===== src/rtl/falu_arbiter.sv =====
// Round-robin arbiter that shares one falu between NREQ requesters.
// One operation is in flight at a time: grant -> start pulse -> wait for
// completion (or watchdog) -> hold response until the granted requester takes it.
module falu_arbiter #(
    parameter int NREQ    = 2,
    parameter int TIMEOUT = 64
) (
    input  logic                 clk,
    input  logic                 rst,
    input  logic [NREQ-1:0]      req_valid,
    output logic [NREQ-1:0]      req_ready,
    input  logic [32*NREQ-1:0]   req_op_a,
    input  logic [32*NREQ-1:0]   req_op_b,
    input  logic [2*NREQ-1:0]    req_op_code,
    input  logic [NREQ-1:0]      req_mode_fp,
    input  logic [NREQ-1:0]      req_round_mode,
    output logic [NREQ-1:0]      rsp_valid,
    input  logic [NREQ-1:0]      rsp_ready,
    output logic [31:0]          rsp_result,
    output logic [4:0]           rsp_flags,
    output logic                 rsp_timeout,
    output logic                 alu_start,
    output logic [31:0]          alu_op_a,
    output logic [31:0]          alu_op_b,
    output logic [1:0]           alu_op_code,
    output logic                 alu_mode_fp,
    output logic                 alu_round_mode,
    input  logic [31:0]          alu_result,
    input  logic [4:0]           alu_flags,
    input  logic                 alu_valid_out
);

    localparam int PW = (NREQ > 2) ? 2 : 1;
    localparam int WW = $clog2(TIMEOUT);
    localparam logic [WW-1:0] WD_LAST = WW'(TIMEOUT - 1);

    typedef enum logic [1:0] {S_IDLE, S_ISSUE, S_WAIT, S_RESP} state_t;

    state_t            state_q, state_d;
    logic [PW-1:0]     rr_ptr_q, rr_ptr_d;
    logic [PW-1:0]     grant_q, grant_d;
    logic [WW-1:0]     wd_cnt_q, wd_cnt_d;
    logic [NREQ-1:0]   req_ready_q, req_ready_d;
    logic [NREQ-1:0]   rsp_valid_q, rsp_valid_d;
    logic              alu_start_q, alu_start_d;
    logic [31:0]       alu_op_a_q, alu_op_a_d;
    logic [31:0]       alu_op_b_q, alu_op_b_d;
    logic [1:0]        alu_op_code_q, alu_op_code_d;
    logic              alu_mode_fp_q, alu_mode_fp_d;
    logic              alu_round_mode_q, alu_round_mode_d;
    logic [31:0]       rsp_result_q, rsp_result_d;
    logic [4:0]        rsp_flags_q, rsp_flags_d;
    logic              rsp_timeout_q, rsp_timeout_d;

    // Per-requester views of the packed operand buses.
    logic [31:0] op_a_arr [NREQ];
    logic [31:0] op_b_arr [NREQ];
    logic [1:0]  op_code_arr [NREQ];

    for (genvar gi = 0; gi < NREQ; gi++) begin : g_unpack
        assign op_a_arr[gi]    = req_op_a[gi*32 +: 32];
        assign op_b_arr[gi]    = req_op_b[gi*32 +: 32];
        assign op_code_arr[gi] = req_op_code[gi*2 +: 2];
    end

    logic          win_found;
    logic [PW-1:0] win_idx;
    int            cand;

    // Round-robin search starting at rr_ptr; iterating downward lets the
    // candidate closest to the pointer overwrite the others.
    always_comb begin
        win_found = 1'b0;
        win_idx   = '0;
        cand      = 0;
        for (int k = NREQ - 1; k >= 0; k--) begin
            cand = int'(rr_ptr_q) + k;
            if (cand >= NREQ) begin
                cand = cand - NREQ;
            end
            if (req_valid[PW'(cand)]) begin
                win_found = 1'b1;
                win_idx   = PW'(cand);
            end
        end
    end

    // Next-state and registered-output computation for the arbitration FSM.
    always_comb begin
        state_d          = state_q;
        rr_ptr_d         = rr_ptr_q;
        grant_d          = grant_q;
        wd_cnt_d         = wd_cnt_q;
        req_ready_d      = '0;
        rsp_valid_d      = rsp_valid_q;
        alu_start_d      = 1'b0;
        alu_op_a_d       = alu_op_a_q;
        alu_op_b_d       = alu_op_b_q;
        alu_op_code_d    = alu_op_code_q;
        alu_mode_fp_d    = alu_mode_fp_q;
        alu_round_mode_d = alu_round_mode_q;
        rsp_result_d     = rsp_result_q;
        rsp_flags_d      = rsp_flags_q;
        rsp_timeout_d    = rsp_timeout_q;
        case (state_q)
            S_IDLE: begin
                if (win_found) begin
                    req_ready_d      = NREQ'(1) << win_idx;
                    grant_d          = win_idx;
                    alu_op_a_d       = op_a_arr[win_idx];
                    alu_op_b_d       = op_b_arr[win_idx];
                    alu_op_code_d    = op_code_arr[win_idx];
                    alu_mode_fp_d    = req_mode_fp[win_idx];
                    alu_round_mode_d = req_round_mode[win_idx];
                    state_d          = S_ISSUE;
                end
            end
            S_ISSUE: begin
                alu_start_d = 1'b1;
                wd_cnt_d    = '0;
                state_d     = S_WAIT;
            end
            S_WAIT: begin
                wd_cnt_d = wd_cnt_q + WW'(1);
                // Completion takes priority over a coincident watchdog expiry.
                if (alu_valid_out) begin
                    rsp_result_d  = alu_result;
                    rsp_flags_d   = alu_flags;
                    rsp_timeout_d = 1'b0;
                    rsp_valid_d   = NREQ'(1) << grant_q;
                    state_d       = S_RESP;
                end else if (wd_cnt_q == WD_LAST) begin
                    rsp_result_d  = '0;
                    rsp_flags_d   = '0;
                    rsp_timeout_d = 1'b1;
                    rsp_valid_d   = NREQ'(1) << grant_q;
                    state_d       = S_RESP;
                end
            end
            S_RESP: begin
                if (rsp_ready[grant_q]) begin
                    rsp_valid_d = '0;
                    rr_ptr_d    = (grant_q == PW'(NREQ - 1)) ? '0 : grant_q + PW'(1);
                    state_d     = S_IDLE;
                end
            end
            default: state_d = S_IDLE;
        endcase
    end

    // State and output registers; reset abandons any in-flight operation.
    always_ff @(posedge clk or negedge rst) begin
        if (!rst) begin
            state_q          <= S_IDLE;
            rr_ptr_q         <= '0;
            grant_q          <= '0;
            wd_cnt_q         <= '0;
            req_ready_q      <= '0;
            rsp_valid_q      <= '0;
            alu_start_q      <= 1'b0;
            alu_op_a_q       <= '0;
            alu_op_b_q       <= '0;
            alu_op_code_q    <= '0;
            alu_mode_fp_q    <= 1'b0;
            alu_round_mode_q <= 1'b0;
            rsp_result_q     <= '0;
            rsp_flags_q      <= '0;
            rsp_timeout_q    <= 1'b0;
        end else begin
            state_q          <= state_d;
            rr_ptr_q         <= rr_ptr_d;
            grant_q          <= grant_d;
            wd_cnt_q         <= wd_cnt_d;
            req_ready_q      <= req_ready_d;
            rsp_valid_q      <= rsp_valid_d;
            alu_start_q      <= alu_start_d;
            alu_op_a_q       <= alu_op_a_d;
            alu_op_b_q       <= alu_op_b_d;
            alu_op_code_q    <= alu_op_code_d;
            alu_mode_fp_q    <= alu_mode_fp_d;
            alu_round_mode_q <= alu_round_mode_d;
            rsp_result_q     <= rsp_result_d;
            rsp_flags_q      <= rsp_flags_d;
            rsp_timeout_q    <= rsp_timeout_d;
        end
    end

    assign req_ready      = req_ready_q;
    assign rsp_valid      = rsp_valid_q;
    assign rsp_result     = rsp_result_q;
    assign rsp_flags      = rsp_flags_q;
    assign rsp_timeout    = rsp_timeout_q;
    assign alu_start      = alu_start_q;
    assign alu_op_a       = alu_op_a_q;
    assign alu_op_b       = alu_op_b_q;
    assign alu_op_code    = alu_op_code_q;
    assign alu_mode_fp    = alu_mode_fp_q;
    assign alu_round_mode = alu_round_mode_q;

endmodule


===== config.mk =====
export PLATFORM = sky130hd
export DESIGN_NAME = falu_arbiter
export DESIGN_NICKNAME = d
export VERILOG_FILES = /design/src/rtl/falu_arbiter.sv
export SDC_FILE = /design/constraint.sdc
export NUM_CORES = 1
export LEC_CHECK = 0
export ABC_AREA = 1
export CAP_MARGIN = 5
export CORE_MARGIN = 10
export CORE_UTILIZATION = 34
export DETAILED_ROUTE_END_ITERATION = 8
export PLACE_DENSITY_LB_ADDON = 0.12
export SYNTH_ARGS = -nofsm -noshare
export SYNTH_HDL_FRONTEND = slang
export SYNTH_SLANG_ARGS = --single-unit

===== constraint.sdc =====
create_clock -name clk -period 1.3 [get_ports clk]
set_input_delay 0.26 -clock clk [delete_from_list [all_inputs] [get_ports clk]]
set_output_delay 0.26 -clock clk [all_outputs]
set_load 0.005 [all_outputs]

==> Word-level counts from Yosys, hierarchy flattened <==
Index checks and enable logic that the tools add are counted.
{ "op_classes": {"eq_ne": 7, "n_shift": 2, "n_mux": 44, "n_lt_le_gt_ge": 7, "reduce_logical": 9, "addsub": 5, "n_bitwise": 1} }
{ "op_table": {"columns": ["operator", "n"], "rows": [
  ["2-to-1 mux 32 bit", 8],
  ["2-to-1 mux 2 bit", 11],
  ["2-to-1 mux 1 bit", 20],
  ["one-hot mux 6 bit (2 select lines)", 1],
  ["2-to-1 mux 5 bit", 2],
  ["one-hot mux 2 bit (4 select lines)", 1],
  ["adder 6 x 1 -> 6 bit (second input constant)", 1],
  ["equality test 6 bit (second input constant)", 1],
  ["less-than comparator 1 x 3 -> 1 bit (second input constant)", 2],
  ["AND reduction 2 bit", 3],
  ["AND reduction 3 bit", 2],
  ["nonzero test 2 bit", 3],
  ["equality test 2 bit (second input constant)", 2],
  ["greater-or-equal comparator 2 bit (second input constant)", 2],
  ["less-than comparator 1 x 2 -> 1 bit (second input constant)", 2],
  ["inequality test 2 bit (second input constant)", 2],
  ["one-hot mux 2 bit (2 select lines)", 1],
  ["<< shifter 1 x 1 -> 2 bit (first input constant)", 2],
  ["inequality test 3 bit (second input constant)", 1],
  ["adder 1 x 1 -> 2 bit (second input constant)", 1],
  ["equality test 2 x 1 -> 1 bit (second input constant)", 1],
  ["greater-or-equal comparator 1 x 2 -> 1 bit (second input constant)", 1],
  ["logical NOT 2 bit", 1],
  ["NOT 1 -> 2 bit", 1],
  ["2 further kinds", 3]
]} }
{ "totals": {"elab_cells": 90, "ff_bits": 121, "out_inout_bits": 111} }

==> Logic depth before layout (Yosys ltp) <==
Gate-level depths: netlist of run 1.
{ "depth": {"ltp_word": 12, "mapped_depth": 10, "mapped_depth_nobuf": 8} }

==> Worst setup path before layout of run 1 <==
Ideal clock, no wire load.
{ "synth_path": {"path_kind": "register to register", "start": "register state_q[0]", "end": "register alu_op_a_q[26], in the netlist alu_op_a[26]", "stages_incl_launch_ff": 10, "arrival_ps": 1352, "path_slack_ps": -186, "period_less_slack_ps": 1486, "setup_ps": 134, "required_time_ps": 1166, "cell_sequence": "dfrtp_1 -> inv_1 -> ha_1 -> nand2_2 -> nor2_2 -> inv_2 -> buf_4 -> buf_6 -> nor2_1 -> a211oi_2"} }
{ "synth_via": {"elab_chain_len": 2} }
{ "synth_rtl": {"columns": ["element", "line_no", "source"], "rows": [
  ["from (decl)", "39", "state_t state_q, state_d;"],
  ["from (signal assigned)", "170", "state_q <= state_d;"],
  ["logical NOT 2 bit", "105", "case (state_q)"],
  ["AND reduction 2 bit (no line)", null, null],
  ["to (signal assigned)", "177", "alu_op_a_q <= alu_op_a_d;"],
  ["to (decl)", "46", "logic [31:0] alu_op_a_q, alu_op_a_d;"]
]} }
Every way passes these cells.
A chain may end at the register's enable or synchronous reset.

==> Final worst setup path of run 1 <==
{ "layout_path": {"start": "register state_q[0]", "end": "register alu_round_mode_q, in the netlist alu_round_mode"} }
{ "layout_via": {"elab_chain_len": 2} }
{ "layout_rtl": {"columns": ["element", "line_no", "source"], "rows": [
  ["logical NOT 2 bit", "105", null],
  ["AND reduction 2 bit (no line)", null, null],
  ["to (signal assigned)", "181", "alu_round_mode_q <= alu_round_mode_d;"],
  ["to (decl)", "50", "logic alu_round_mode_q, alu_round_mode_d;"]
]} }
Every way passes these cells.

==> out/metrics.yaml, run 1 <==
seqPwrFrac_pct: 29.8
portBuffers: 289
path_clk_slew_ns: 0.06
setup_ws_ns: -0.169
grt_pass1_vias: 5942
dr.first_iter.drc_count: 215
antenna_left: 0
place_hpwl_mm: 16.2
status: "finished, violations left"
finalSetupTns_ns: -14.26
clock.fmax_mhz: 681
clock_latency_ns: 0.42
cts.sinks: 121
synth_edf_count: 0
antenna_found_initial: 2
utilization_pct: 64.5
syn_area_sq_mm: 0.00544
gp_congestion: 0.852
irDropWorstVdd_uv: 1000
overflow: 0
cp.arrival_ns: 1.75
ys.flop_type: "dfrtp_1"
powerDensity_mw_per_mm2: 2220
yosysSeqAreaShare_pct: 55.7
clock_path_buffers: 2
power_switching_mw: 8.34
cts_tree: "yes"
antenna_cells: 0
final_cell_area_sq_mm: 0.0102
min_period_ns: 1.47
yosys_register_bits: 121
ys_types: 21
swShare_pct: 37.0
cts-root-buf: "clkbuf_16"
finalPower_mw: 22.6
maxCapViolCount: 0
cp_max_fo: 15
num_rows: 46
hold_viol: 0
remaining_drc_errors: 0
drv_slew: 0
htree_levels: 4
gr-usage-all-layers_pct: 19.5
core_sq_mm: 0.0158
start_util_pct: 34.5
synthArstFlopShare_pct: 100
via_per_inst: 4.79
cp-end-kind: "flop"
crit_path_start_kind: "flop"
hold_ws_ns: 0.320
p_int_mw: 14.2
leakage_nw: 4.59
synth_top_area_cell: "dfrtp_1"
tightest_slew_ns: 0.393
finalCritPeriodShare_pct: 113
fillCellCount: 1312
die_y_um: 146
pin_count: 291
setup_violations: 112
nets: 1167
path_class: "flop to flop"
hp-class: "input pin to asynchronous set/reset pin"
rsz0062_at_grt: "true"
firstDrtPassIters: 4
finClkSkew_ns: 0.00614
synth_nets: 813
syn_area_per_cell_sq_um: 8.66
drt-wirelength-per-cell_um: 19.0
place_area_sq_mm: 0.00893
yosys-top-cells-area: "dfrtp_1, nor2_1, nand2_1, a211oi_1, a211oi_2"
cp_data_required_time_ns: 1.58
wl_mm: 23.0
numCtsBuffers: 17
vias: 5806
synth_cells: 628
grt_max_degree: 38
die-area_sq_mm: 0.0214
ys_warn_count: 0
die_x_um: 146
pwr-share-comb_pct: 48.8
synthToLayoutAreaGrowth_pct: 87.0
grt_pass1_wl_mm: 33.3
slew_headroom_pct: 73.8
violations: "setup timing"
p_clk_share_pct: 21.4
drive_above_1_share_pct: 39.2
synth_top_area_share_pct: 55.7
worst max-delay path, stage by stage, from the launching register on:
cell,delay [ns]
dfrtp_1,0.40
inv_2,0.09
ha_4,0.16
nand2_8,0.09
nor2_4,0.15
inv_6,0.09
clkbuf_16,0.19
nor2_1,0.10
a211oi_1,0.05
worst paths after layout:
path	start	to	slack (ns)	cells past startpoint
worst max-delay path	state_q[0]$_DFFE_PN0P_	alu_round_mode$_DFFE_PN0P_	-0.17	8
worst min-delay path	rst	alu_op_b[31]$_DFFE_PN0P_	0.32	2
worst max register to register	state_q[0]$_DFFE_PN0P_	alu_round_mode$_DFFE_PN0P_	-0.17	8
worst min register to register	rsp_result[25]$_DFFE_PN0P_	rsp_result[25]$_DFFE_PN0P_	0.48	2
max in group asynchronous	rst	rsp_valid[0]$_DFFE_PN0P_	0.46	3
min in group clk	alu_result[25]	rsp_result[25]$_DFFE_PN0P_	0.38	3
per-stage QoR:
| step | setup slack, ns | cells |
|---|---|---|
| finish | -0.169 | 1211 |
| global route | -0.229 | 1211 |
| CTS | -0.154 | 1185 |
| detailed placement | -0.399 | 1135 |
| global placement | -0.336 | 1135 |
| floorplan | -0.0717 | 628 |
layer usage:
metal / routed length [um] / global-route usage [%]
met1: 9240 / 22.0
met3: 1900 / 8.37
met4: 310 / 5.81
met5: 27 / 0
met2: 11600 / 32.6
power groups by stage:
stage / sequential [mW] / clock, mW / combinational (mW)
global route: 6.94 / 5.10 / 12.0
CTS: 6.57 / 4.92 / 9.75
finish: 6.72 / 4.83 / 11.0
floorplan: 6.70 / 0 / 4.09
global placement: 6.56 / 0 / 9.79
detailed placement: 6.65 / 0 / 10.0
layout by cell type (no fill, tap or decap), drive strengths merged, types with 7 or more instances in the layout:
master           n
a21oi            9
a211oi          68
clkdlybuf4s50  177
nand3            7
dfrtp          121
nand2          142
clkdlybuf4s15   13
inv             21
clkbuf          76
buf            124
nor2           212
cells in the mapped netlist (2+ instances only):
cell type / n
o21ai_0: 2
buf_4: 6
nand2_1: 141
nand3_1: 7
inv_1: 16
ha_1: 5
inv_2: 3
a211oi_1: 48
a21oi_1: 9
clkbuf_1: 10
dfrtp_1: 121
buf_6: 4
nor2_1: 211
nor3_1: 2
buf_2: 13
a211oi_2: 20
buf_1: 5
nand4_1: 2
flip-flops by register name, summed over array words and instances (netlist names):
| name | cells |
|---|---|
| req_ready | 2 |
| rsp_valid | 2 |
| rsp_flags | 5 |
| state_q | 2 |
| alu_round_mode | 1 |
| rsp_timeout | 1 |
| alu_op_code | 2 |
| rr_ptr_q | 1 |
| rsp_result | 32 |
| alu_op_b | 32 |
| wd_cnt_q | 6 |
| alu_mode_fp | 1 |
| alu_op_a | 32 |
| alu_start | 1 |
| grant_q | 1 |
what timing repair did:
item / CTS / global route
pin swaps: 0 / 19
gates resized for setup: 335 / 216
gates cloned: 2 / 7
hold buffers: 1 / 0
endpoints found under the setup margin: 227 / 183
hold endpoints to repair: 16 / 0
setup buffers: 16 / 19
logic make-up (layout without fill, tap and decap cells):
family | Yosys count | in the layout | share of synthesized area (%)
AO/OA/AOI/OAI | 79 | 79 | 12.2
AND/OR/NAND/NOR | 366 | 366 | 25.7
adder cells (fa/ha/maj) | 5 | 5 | 1.15
flip-flops | 121 | 121 | 55.7
buffers and inverters | 57 | 424 | 5.20
area by class of cell:
cell class | count | area [sq um] | area share, %
clock inverters | 14 | 171 | 1.69
inverters | 19 | 83.8 | 0.824
repair buffers | 373 | 3410 | 33.6
clock buffers | 18 | 439 | 4.32
flip-flops and latches | 121 | 3030 | 29.8
multi-input cells | 450 | 2760 | 27.2
well taps | 216 | 270 | 2.66
Power figures use the tool's default switching activity.
==> run 2, diff against run 1 <==
Settings changed: CORE_MARGIN 10 to 1.
==> out/metrics.yaml, run 2 (synthesis gave the netlist of run 1 again) <==
cp.arrival_ns: 1.75
irDropWorstVdd_uv: 965
r2r_end: "alu_op_b[25]$_DFFE_PN0P_"
setup_violations: 113
placed_cells: 1136
num_rows: 45
start_util_pct: 35.2
antenna_found_initial: 0
rsz0062_at_grt: "true"
synthToLayoutAreaGrowth_pct: 88.0
grt_pass1_wl_mm: 31.4
rrSetupSlack_ns: -0.16
htree_levels: 4
place_hpwl_mm: 13.6
clock.fmax_mhz: 687
dr.first_iter.drc_count: 265
critPathSlowestCell: "dfrtp_1"
min_period_ns: 1.46
finClkSkew_ns: 0.00972
slowest_delay_ns: 0.40
die_x_um: 128
drv_slew: 0
crit_chain: "inv_2 -> ha_4 -> nand2_8 -> nor2_4 -> inv_6 -> buf_12 -> nor2_1 -> a211oi_2"
powerDensity_mw_per_mm2: 2250
stdcell_count: 1230
drt-wirelength-per-cell_um: 17.1
antenna_left: 0
clock_path_buffers: 2
cts-root-buf: "clkbuf_16"
finalSetupTns_ns: -11.52
die_y_um: 128
remaining_drc_errors: 0
portBuffers: 289
via_per_inst: 4.79
cp_data_required_time_ns: 1.60
rr_startpoint: "state_q[1]$_DFFE_PN0P_"
layout_commonest_cell: "clkdlybuf4s50_1"
utilization_pct: 66.3
nets: 1191
layout_common_cells: "clkdlybuf4s50_1, nor2_1, dfrtp_1"
slew_headroom_pct: 73.4
grt_pass1_vias: 6005
cts_tree: "yes"
path_class: "flop to flop"
hp-class: "input pin to flop"
crit_path_start_kind: "flop"
path_clk_slew_ns: 0.06
antenna_cells: 0
status: "finished, violations left"
critical_path_depth: 8
leakage_nw: 4.71
reg2reg_depth: 8
setup.worst_path.start: "state_q[1]$_DFFE_PN0P_"
maxCapViolCount: 0
cp_max_fo: 21
setup_ws_ns: -0.155
finalCritPeriodShare_pct: 112
cp-end-kind: "flop"
holdPathStages: 3
drive_above_1_share_pct: 35.1
crit_family: "flip-flops"
overflow: 0
pin_count: 291
gr-usage-all-layers_pct: 25.1
vias: 5894
crit_end: "alu_op_b[25]$_DFFE_PN0P_"
violations: "setup timing"
grt_max_degree: 68
worstPathBufferInverterCount: 3
gp_congestion: 0.800
firstDrtPassIters: 4
fillCellCount: 1284
core_sq_mm: 0.0154
hold_viol: 0
die-area_sq_mm: 0.0165
tightest_slew_ns: 0.399
clock_latency_ns: 0.42
cts.sinks: 121
wl_mm: 21.1
numCtsBuffers: 17
==> run 2: worst register-to-register path, delay by kind of cell (launching register included) <==
| kind | cells | cell delay (ns) |
|---|---|---|
| adder cells (fa/ha/maj) | 1 | 0.17 |
| buffers and inverters | 3 | 0.36 |
| AND/OR/NAND/NOR | 3 | 0.37 |
| AO/OA/AOI/OAI | 1 | 0.05 |
| flip-flops | 1 | 0.40 |
==> run 2: area by class of cell <==
type                    count  area, sq um  area share [%]
clock inverters            13          191            1.87
clock buffers              19          453            4.43
inverters                  19         81.3           0.796
flip-flops and latches    121         3030            29.6
multi-input cells         450         2580            25.3
well taps                 211          264            2.58
repair buffers            397         3620            35.4
==> run 2: power by group <==
group	leakage (nW)	switching (mW)	internal (mW)
Sequential	1.44	1.05	5.59
Combinational	2.97	5.31	5.91
Clock	0.307	1.78	3.33
==> run 2: worst min-delay path by stage <==
| stage | start | slack (ns) | to |
|---|---|---|---|
| 2_1_floorplan | rst | -0.04 | alu_mode_fp$_DFFE_PN0P_ |
| 3_3_place_gp | rst | 0.29 | alu_op_a[14]$_DFFE_PN0P_ |
| 3_5_place_dp | rst | 0.29 | alu_op_a[14]$_DFFE_PN0P_ |
| 4_1_cts | alu_result[30] | 0.35 | rsp_result[30]$_DFFE_PN0P_ |
| 5_1_grt | alu_result[30] | 0.37 | rsp_result[30]$_DFFE_PN0P_ |
| 6_report | alu_result[30] | 0.38 | rsp_result[30]$_DFFE_PN0P_ |
==> run 2: repair_timing <==
item	4_1_cts	5_1_grt
pin swaps	10	25
endpoints found under the setup margin	225	188
hold endpoints to repair	121	0
setup buffers	30	24
hold buffers	1	0
gates cloned	7	3
resized for setup	347	130
==> run 2: stage by stage <==
step	area, sq um	hold WS, ns	setup slack, ns	power [mW]
floorplan	5580	-0.0356	-0.0717	10.8
global placement	8960	0.291	-0.300	16.3
detailed placement	8960	0.294	-0.368	16.6
CTS	10100	0.355	-0.159	22.4
global route	10200	0.369	-0.270	24.4
finish	10200	0.378	-0.155	23.0
==> run 2: layer usage <==
| metal | vias up | global-route usage, % | wire (um) |
|---|---|---|---|
| met5 | - | 0 | 0 |
| met4 | 0 | 9.90 | 354 |
| met3 | 27 | 7.90 | 1770 |
| met2 | 282 | 44.0 | 10800 |
| met1 | 2806 | 28.4 | 8140 |
| li1 | 2779 | - | - |
==> variant: new RTL, settings of run 1 <==
`alu_op_b_q` no longer has a reset.
--- a/src/rtl/falu_arbiter.sv
+++ b/src/rtl/falu_arbiter.sv
@@ -160,5 +160,4 @@
             alu_start_q      <= 1'b0;
             alu_op_a_q       <= '0;
-            alu_op_b_q       <= '0;
             alu_op_code_q    <= '0;
             alu_mode_fp_q    <= 1'b0;
@@ -176,5 +175,4 @@
             alu_start_q      <= alu_start_d;
             alu_op_a_q       <= alu_op_a_d;
-            alu_op_b_q       <= alu_op_b_d;
             alu_op_code_q    <= alu_op_code_d;
             alu_mode_fp_q    <= alu_mode_fp_d;
@@ -184,4 +182,8 @@
             rsp_timeout_q    <= rsp_timeout_d;
         end
+    end
+
+    always_ff @(posedge clk) begin
+        alu_op_b_q <= alu_op_b_d;
     end
 
Behaviour: not the same (Yosys sat finds a counterexample within 4 cycles, from zero or initial values and one cycle with rst low).
==> variant against run 1 <==
  * The run still ends with setup timing left
  * Critical endpoint is now alu_op_b[7]$_DFFE_PP_
  * Sequential cell count unchanged
  * Die area down 3.6%
  * Total power down 11%
  * Worst setup slack better by 31 ps
  * Final area down 3.2%
  * Clock skew down 1.2 ps
  * Wire length down 10%
  * Synthesized area down 4.1%
  * Sequential share of layout area up 2.6 points
  * Critical path depth down 2
==> variant: results (changes against run 1) <==
stage	metric	value	unit	change
timing	setup violators final	108		-3.6%
yosys	number of synthesized flops with an enable pin	32		+32
yosys	Synth area leaders	dfrtp_1, edfxtp_1, nand2_1, o21ai_0, nand3_1		
yosys	sequential area share after synthesis	61.2	%	+5.5 points
pwr	power in the clock group	4.46	mW	-7.7%
finish	fill cell count	1281		-2.4%
pwr	Pleak	4.55	nW	-0.93%
yosys	Async SR Flop Fraction	73.6	%	-26 points
placed_design	Post-Place Setup Slack	-292	ps	+106 ps
detailed_routing	DR WL/cell	18.3	um	-3.6%
pwr	Peak VDD IR	1.10	mV	+9.6%
setup_path	cells on worst reg2reg path	6		-2
finish	Final Util	65.2	%	+0.75 points
run_status	failing checks	setup timing		
placed_design	post-DP HPWL	14100	um	-13%
placed_design	Placed Area	8500	um2	-4.8%
global_routing	antenna violations before repair	0		-2
global_routing	largest net degree at the start of global routing	39		+2.6%
timing	Worst-Margin Slew	381	ps	-11.7 ps
timing	final hold slack	306	ps	-14.8 ps
finish	fraction of layout cells with a size suffix above 1	29.9	%	-9.3 points
timing	Final Skew	4.97	ps	-1.18 ps
run_status	status	complete, but fails checks		
timing	Setup WS post-layout	-138	ps	+31.1 ps
yosys	Synth Area in Compound Gates	7.97	%	-4.3 points
placed_design	GPL Wtd Cong	0.784		-8.0%
detailed_routing	initial drt markers	195		-9.3%
pwr	switching power	6.90	mW	-17%
detailed_routing	aggregate routed wire length	20700	um	-10%
detailed_routing	DR vias	5445		-6.2%
timing	TNS Setup	-6690	ps	+7570 ps
yosys	Synth Area in Adders	1.20	%	+0.050 points
pwr	P_int	13.1	mW	-8.0%
yosys	Synth top cells by count	nand2_1, dfrtp_1, o21ai_0		
yosys	Syn Nets	775		-4.7%
finish	NumNets Final	1115		-4.5%
setup_path	CP Max Fanout	6		-9
## variant: cell type report
type | count | share of cell area, %
clock buffer | 24 | 5.00
clock inverter | 8 | 0.712
inverter | 16 | 0.737
multi-input combinational | 418 | 22.9
sequential | 121 | 32.4
tap | 188 | 2.39
timing repair buffer | 356 | 35.9
## variant: critical path, delay by kind of cell, from the launching register on
kind	cells	cell delay (ps)
AND/OR/NAND/NOR	1	90
flip-flops	1	400
buffers and inverters	4	490
adder cells (fa/ha/maj)	1	170
## variant: repair_timing
action / in CTS / in global routing
resized for setup: 322 / 205
endpoints found under the hold margin: 17 / 0
endpoints found under the setup margin: 226 / 181
hold buffers: 1 / 0
setup buffers: 11 / 11
pin swaps: 6 / 33
cloned: 8 / 9
## variant: routing by layer
metal	global-route usage [%]	vias up	wire [um]
met5	0	-	0
met4	6.13	0	369
met3	8.05	27	1880
met2	31.1	205	10500
met1	20.7	2605	7980
li1	-	2608	-
